[src/rtl/counter_seq_pkg.sv]
// Shared types and constants for the A/B/C counter sequencer.
package counter_seq_pkg;

    localparam int CNT_W  = 3;
    localparam int PASS_W = 4;

    typedef enum logic [2:0] {
        IDLE  = 3'd0,
        RUN_A = 3'd1,
        RUN_B = 3'd2,
        RUN_C = 3'd3,
        WRAP  = 3'd4,
        DONE  = 3'd5
    } seq_state_t;

    localparam logic [1:0] PH_A    = 2'd0;
    localparam logic [1:0] PH_B    = 2'd1;
    localparam logic [1:0] PH_C    = 2'd2;
    localparam logic [1:0] PH_NONE = 2'd3;

endpackage

[src/rtl/counter_seq_ctrl_counter_unit.sv]
// Small up-counter with clear, enable and terminal-value compare.
module counter_unit #(
    parameter int W = 3
) (
    input  logic         clk,
    input  logic         reset,
    input  logic         clr,
    input  logic         en,
    input  logic [W-1:0] lim,
    output logic [W-1:0] q,
    output logic         at_lim
);

    logic [W-1:0] q_d;
    logic [W-1:0] q_q;

    always_comb begin
        q_d = q_q;
        if (clr) begin
            q_d = '0;
        end else if (en) begin
            q_d = q_q + {{(W-1){1'b0}}, 1'b1};
        end
    end

    always_ff @(posedge clk) begin
        if (reset) begin
            q_q <= '0;
        end else begin
            q_q <= q_d;
        end
    end

    assign q      = q_q;
    assign at_lim = (q_q == lim);

endmodule

[src/rtl/counter_seq_ctrl.sv]
// Sequencer running counters A, B, C in order for a programmable
// number of passes, with start/done handshake, pause and abort.
module counter_seq_ctrl
    import counter_seq_pkg::*;
#(
    parameter int W  = CNT_W,
    parameter int PW = PASS_W
) (
    input  logic          clk,
    input  logic          reset,
    input  logic          start,
    input  logic [W-1:0]  lim_a,
    input  logic [W-1:0]  lim_b,
    input  logic [W-1:0]  lim_c,
    input  logic [PW-1:0] loops,
    input  logic          pause,
    input  logic          abort,
    output logic [W-1:0]  a,
    output logic [W-1:0]  b,
    output logic [W-1:0]  c,
    output logic [1:0]    phase,
    output logic [PW-1:0] pass_cnt,
    output logic          busy,
    output logic          done,
    output logic          aborted
);

    seq_state_t    state_d, state_q;
    logic [W-1:0]  lim_a_d, lim_a_q;
    logic [W-1:0]  lim_b_d, lim_b_q;
    logic [W-1:0]  lim_c_d, lim_c_q;
    logic [PW-1:0] loops_d, loops_q;
    logic [PW-1:0] pass_d, pass_q;
    logic          busy_d, busy_q;
    logic          done_d, done_q;
    logic          aborted_d, aborted_q;
    logic [1:0]    phase_d, phase_q;

    logic          clr;
    logic          en_a, en_b, en_c;
    logic          at_a, at_b, at_c;
    logic          active;
    logic [PW:0]   pass_inc;
    logic          last_pass;

    counter_unit #(.W(W)) u_cnt_a (
        .clk    (clk),
        .reset  (reset),
        .clr    (clr),
        .en     (en_a),
        .lim    (lim_a_q),
        .q      (a),
        .at_lim (at_a)
    );

    counter_unit #(.W(W)) u_cnt_b (
        .clk    (clk),
        .reset  (reset),
        .clr    (clr),
        .en     (en_b),
        .lim    (lim_b_q),
        .q      (b),
        .at_lim (at_b)
    );

    counter_unit #(.W(W)) u_cnt_c (
        .clk    (clk),
        .reset  (reset),
        .clr    (clr),
        .en     (en_c),
        .lim    (lim_c_q),
        .q      (c),
        .at_lim (at_c)
    );

    assign active = (state_q == RUN_A) || (state_q == RUN_B) ||
                    (state_q == RUN_C) || (state_q == WRAP);

    // Wide compare so a full-scale loop count cannot alias.
    assign pass_inc  = {1'b0, pass_q} + {{PW{1'b0}}, 1'b1};
    assign last_pass = (pass_inc == {1'b0, loops_q});

    always_comb begin
        state_d   = state_q;
        lim_a_d   = lim_a_q;
        lim_b_d   = lim_b_q;
        lim_c_d   = lim_c_q;
        loops_d   = loops_q;
        pass_d    = pass_q;
        clr       = 1'b0;
        en_a      = 1'b0;
        en_b      = 1'b0;
        en_c      = 1'b0;
        aborted_d = 1'b0;

        if (active && abort) begin
            state_d   = IDLE;
            aborted_d = 1'b1;
        end else if (!(active && pause)) begin
            unique case (state_q)
                IDLE: begin
                    if (start) begin
                        lim_a_d = lim_a;
                        lim_b_d = lim_b;
                        lim_c_d = lim_c;
                        loops_d = (loops == '0) ? PW'(1) : loops;
                        pass_d  = '0;
                        clr     = 1'b1;
                        state_d = RUN_A;
                    end
                end
                RUN_A: begin
                    if (at_a) state_d = RUN_B;
                    else      en_a    = 1'b1;
                end
                RUN_B: begin
                    if (at_b) state_d = RUN_C;
                    else      en_b    = 1'b1;
                end
                RUN_C: begin
                    if (at_c) begin
                        pass_d  = pass_inc[PW-1:0];
                        state_d = last_pass ? DONE : WRAP;
                    end else begin
                        en_c = 1'b1;
                    end
                end
                WRAP: begin
                    clr     = 1'b1;
                    state_d = RUN_A;
                end
                DONE: begin
                    state_d = IDLE;
                end
                default: begin
                    state_d = IDLE;
                end
            endcase
        end

        busy_d = (state_d == RUN_A) || (state_d == RUN_B) ||
                 (state_d == RUN_C) || (state_d == WRAP);
        done_d = (state_d == DONE);

        unique case (state_d)
            RUN_A:   phase_d = PH_A;
            RUN_B:   phase_d = PH_B;
            RUN_C:   phase_d = PH_C;
            default: phase_d = PH_NONE;
        endcase
    end

    always_ff @(posedge clk) begin
        if (reset) begin
            state_q   <= IDLE;
            lim_a_q   <= '0;
            lim_b_q   <= '0;
            lim_c_q   <= '0;
            loops_q   <= PW'(1);
            pass_q    <= '0;
            busy_q    <= 1'b0;
            done_q    <= 1'b0;
            aborted_q <= 1'b0;
            phase_q   <= PH_NONE;
        end else begin
            state_q   <= state_d;
            lim_a_q   <= lim_a_d;
            lim_b_q   <= lim_b_d;
            lim_c_q   <= lim_c_d;
            loops_q   <= loops_d;
            pass_q    <= pass_d;
            busy_q    <= busy_d;
            done_q    <= done_d;
            aborted_q <= aborted_d;
            phase_q   <= phase_d;
        end
    end

    assign pass_cnt = pass_q;
    assign busy     = busy_q;
    assign done     = done_q;
    assign aborted  = aborted_q;
    assign phase    = phase_q;

endmodule

[config.mk]
export PLATFORM = sky130hd
export DESIGN_NAME = counter_seq_ctrl
export DESIGN_NICKNAME = d
export VERILOG_FILES = /design/src/rtl/counter_seq_pkg.sv /design/src/rtl/counter_seq_ctrl_counter_unit.sv /design/src/rtl/counter_seq_ctrl.sv
export SDC_FILE = /design/constraint.sdc
export NUM_CORES = 1
export LEC_CHECK = 0
export ABC_AREA = 0
export CAP_MARGIN = 5
export CORE_ASPECT_RATIO = 1.1
export CORE_MARGIN = 1.5
export CORE_UTILIZATION = 30
export CTS_CLUSTER_DIAMETER = 150
export DETAILED_ROUTE_END_ITERATION = 10
export SYNTH_ARGS = -nofsm -noshare
export SYNTH_HDL_FRONTEND = slang
export SYNTH_HIERARCHICAL = 1
export SYNTH_SLANG_ARGS = --single-unit
[constraint.sdc]
create_clock -name clk -period 2.25 [get_ports clk]
set_input_delay 0.3375 -clock clk [delete_from_list [all_inputs] [get_ports clk]]
set_output_delay 0.3375 -clock clk [all_outputs]
set_load 0.03 [all_outputs]
==> flow_summary.yaml <==
global_routing:
  grt_pass1_wl_um: 6250
  grt.overflow.total: 0
  grt_util_all_layers_pct: 13.5
  vias_in_the_first_global_route: 1410
  pin_count_of_the_biggest_net_entering_global_routing: 15
  number_of_antenna_violations_at_the_first_check_in_global_routing: 0
clock_tree:
  clock_tree_from_tritoncts: "yes"
  clkSinkCount: 34
  htree_num_levels: 2
  tritoncts.num_buffers: 5
  clockBufferDepth: 2
  cts_root_buf: "sky130_fd_sc_hd__clkbuf_8"
  clk_pin_slew_worst_paths_ps: 60
  cts_hold_repair.buffers: 0
  clk_latency_ps: 280
floorplan:
  initial_utilization_pct: 31.4
  core.rowCount: 28
  fp.dieW_um: 74.9
  ioPinCount: 36
  core_sq_um: 5430
  die_area_sq_um: 6150
  fp.dieH_um: 82.1
timing:
  whs_ps: 465
  rsz_0062_raised_after_global_routing: "false"
  worst_slew_pin_slew_ps: 454
  achievable_clock_frequency_mhz: 466
  finalClockSkew_ps: 3.43
  layout_worst_path_cycle_share_pct: 95.3
  setup_violations: 0
  slew_headroom_pct: 69.4
  finalMaxSlewViolations: 0
  min_period_ps: 2150
  hold_viol: 0
cells_and_area:
  mostFrequentLayoutCell: "sky130_fd_sc_hd__clkdlybuf4s50_1"
  final_net_count: 270
  mostFrequentLayoutCells: "sky130_fd_sc_hd__clkdlybuf4s50_1 (35), sky130_fd_sc_hd__dfxtp_1 (31), sky130_fd_sc_hd__nand2_1 (27)"
  num_antenna_cells: 0
  final_core_utilization_pct: 43.0
  post_route_cells_drive_above_1_share_pct: 14.9
  synthToLayoutAreaGrowth_pct: 36.8
drt:
  final_routed_drc_violation_total: 0
  routed_wl_um: 3750
  drt_iter0_markers: 50
  drtAntennaViolNets: 0
  routedWlPerCell_um: 11.6
  routed_via_density: 4.70
  first_pass_detailed_route_iteration_total: 4
  vias: 1522
placed_design:
  routabilityCongestion: 0.785
  portBuffers: 35
  dpl.hpwl_um: 2820
critical_path:
  worstReg2RegEnd: "busy"
  slowest_stage: "sky130_fd_sc_hd__or4_4"
  critical_path_type: "reg2reg"
  startpoint_type: "register"
  worst_path_largest_cell_delay_ps: 440
  critical_path.cell_chain: "xor2_1 -> nor3_2 -> inv_1 -> or4_4 -> a2111oi_4 -> o21ai_2 -> nand2_1 -> mux2i_1"
  regToRegStartpoint: "u_cnt_c/q[2]"
  r2r_slack_ps: 100
  worstPathArrival_ps: 2350
  r2r_cells: 8
  timing.critical_path.to_type: "register"
  worst_ep_required_time_ps: 2460
  worst_path_fanout_max: 4
synth:
  synth_area_per_cell_sq_um: 8.53
  synth.largest_area_cell: "sky130_fd_sc_hd__dfxtp_1"
  syn-num-nets: 222
  synth_warn: 6
  yosys_top_cell_area_share_pct: 39.9
  post_synth_main_area_contributors: "sky130_fd_sc_hd__dfxtp_1 (40%), sky130_fd_sc_hd__xor2_1 (7.2%), sky130_fd_sc_hd__nand2_1 (5.9%), sky130_fd_sc_hd__a21oi_1 (5.6%), sky130_fd_sc_hd__nor3_1 (3.2%)"
  yosys_most_used_dff: "sky130_fd_sc_hd__dfxtp_1"
  yosys.cell_types.count: 40
  synth_enable_flop_cells: 0
  yosys_register_bits: 34
  netlist_instances: 200
  asyncSetResetFlopFracSynth_pct: 0
  synth_seq_area_share_pct: 39.9
  netlist_area_sq_um: 1710
job:
  max_cap_violations: 0
pwr:
  powerDensity_nw_per_um2: 604
  power.leakage_nw: 0.927
  ir_drop_uv: 264
min_path:
  hold_start: "lim_c_q[0]"
  min_path_type: "reg2reg"
  hold_depth: 2
  whs_endpoint: "lim_c_q[0]"
outcome:
  status: "finished, final reports clean"
==> cell families (layout without fill, tap and decap cells) <==
group,after synthesis,after routing,synth area share (%)
AND/OR/NAND/NOR,82,82,25.0
AO/OA/AOI/OAI,42,42,16.7
multiplexers,4,4,2.35
adder cells (fa/ha/maj),4,4,2.93
flip-flops,34,34,39.9
buffers and inverters,15,64,3.37
XOR/XNOR,19,19,9.75
==> worst max-delay path: cells and delay by family (launching register included) <==
| kind | cells | cell delay [ps] |
|---|---|---|
| simple gates | 3 | 840 |
| compound gates | 2 | 450 |
| flops | 1 | 330 |
| mux | 1 | 190 |
| xor+xnor | 1 | 160 |
| buf+inv | 1 | 100 |
==> worst max-delay path by stage <==
stage                             from      endpoint  slack [ps]  depth (start not counted)
after floorplan           u_cnt_c/q[2]   pass_cnt[3]          60                          8
after global placement           pause  u_cnt_b/q[1]         0.9                          6
after detailed placement  u_cnt_c/q[1]          busy         -40                          8
after CTS                 u_cnt_c/q[1]          busy          60                          8
after global routing      u_cnt_c/q[2]          busy           3                          8
final                     u_cnt_c/q[2]          busy         100                          8
==> Yosys cell counts, types with 3 or more instances <==
master / instances
sky130_fd_sc_hd__a21oi_2: 3
sky130_fd_sc_hd__nand3_1: 3
sky130_fd_sc_hd__a21bo_1: 3
sky130_fd_sc_hd__xor2_1: 14
sky130_fd_sc_hd__ha_1: 4
sky130_fd_sc_hd__mux2i_1: 4
sky130_fd_sc_hd__nand3b_1: 4
sky130_fd_sc_hd__xnor2_1: 5
sky130_fd_sc_hd__dfxtp_1: 34
sky130_fd_sc_hd__o21ai_0: 6
sky130_fd_sc_hd__inv_1: 5
sky130_fd_sc_hd__or2_1: 3
sky130_fd_sc_hd__nand2_1: 27
sky130_fd_sc_hd__a21oi_1: 19
sky130_fd_sc_hd__nor2b_1: 5
sky130_fd_sc_hd__nor3_1: 11
sky130_fd_sc_hd__clkbuf_1: 9
sky130_fd_sc_hd__nor2_1: 14
==> power by group <==
| group | leakage [nW] | switching (mW) | total (mW) | internal, mW |
|---|---|---|---|---|
| clock | 0.0482 | 0.214 | 0.460 | 0.247 |
| combinational | 0.599 | 0.158 | 0.289 | 0.132 |
| sequential | 0.279 | 0.0235 | 0.660 | 0.637 |
==> state kept, by name (all words and copies together) (netlist names), 3 cells and up <==
name and flops:
loops_q 4, pass_cnt 4, lim_a_q 3, lim_b_q 3, lim_c_q 3, state_q 3
u_cnt_a/q 3, u_cnt_b/q 3, u_cnt_c/q 3
==> cell type report <==
class	instances	area, sq um
Tap cell	75	93.8
Multi-Input combinational cell	151	973
Timing Repair Buffer	51	470
Clock buffer	7	86.3
Fill cell	553	3100
Clock inverter	1	5.00
Sequential cell	34	687
Inverter	5	18.8
==> stage by stage <==
| stage | cell area (sq um) | instances | worst slack [ps] | total power, mW | setup TNS [ps] |
|---|---|---|---|---|---|
| after floorplan | 1710 | 200 | 59.0 | 0.855 | 0 |
| after global routing | 2330 | 324 | 2.93 | 1.49 | 0 |
| after detailed placement | 2230 | 315 | -39.7 | 0.966 | -40.3 |
| after global placement | 2230 | 315 | 0.942 | 0.963 | 0 |
| final | 2330 | 324 | 105 | 1.41 | 0 |
| after CTS | 2320 | 323 | 60.7 | 1.43 | 0 |
==> what timing repair did <==
item                                    CTS  global route
pin swaps                                 0             5
resized for setup                         1             2
setup buffers                             0             1
endpoints found under the setup margin    3             2
==> per-layer routing <==
layer | up-vias | global-route usage, % | routed length, um
li1 | 780 | - | -
met1 | 703 | 16.1 | 1750
met2 | 30 | 21.9 | 1760
met3 | 9 | 4.00 | 162
met4 | 0 | 6.55 | 82
met5 | - | 0 | 0
Power figures use the tool's default switching activity.
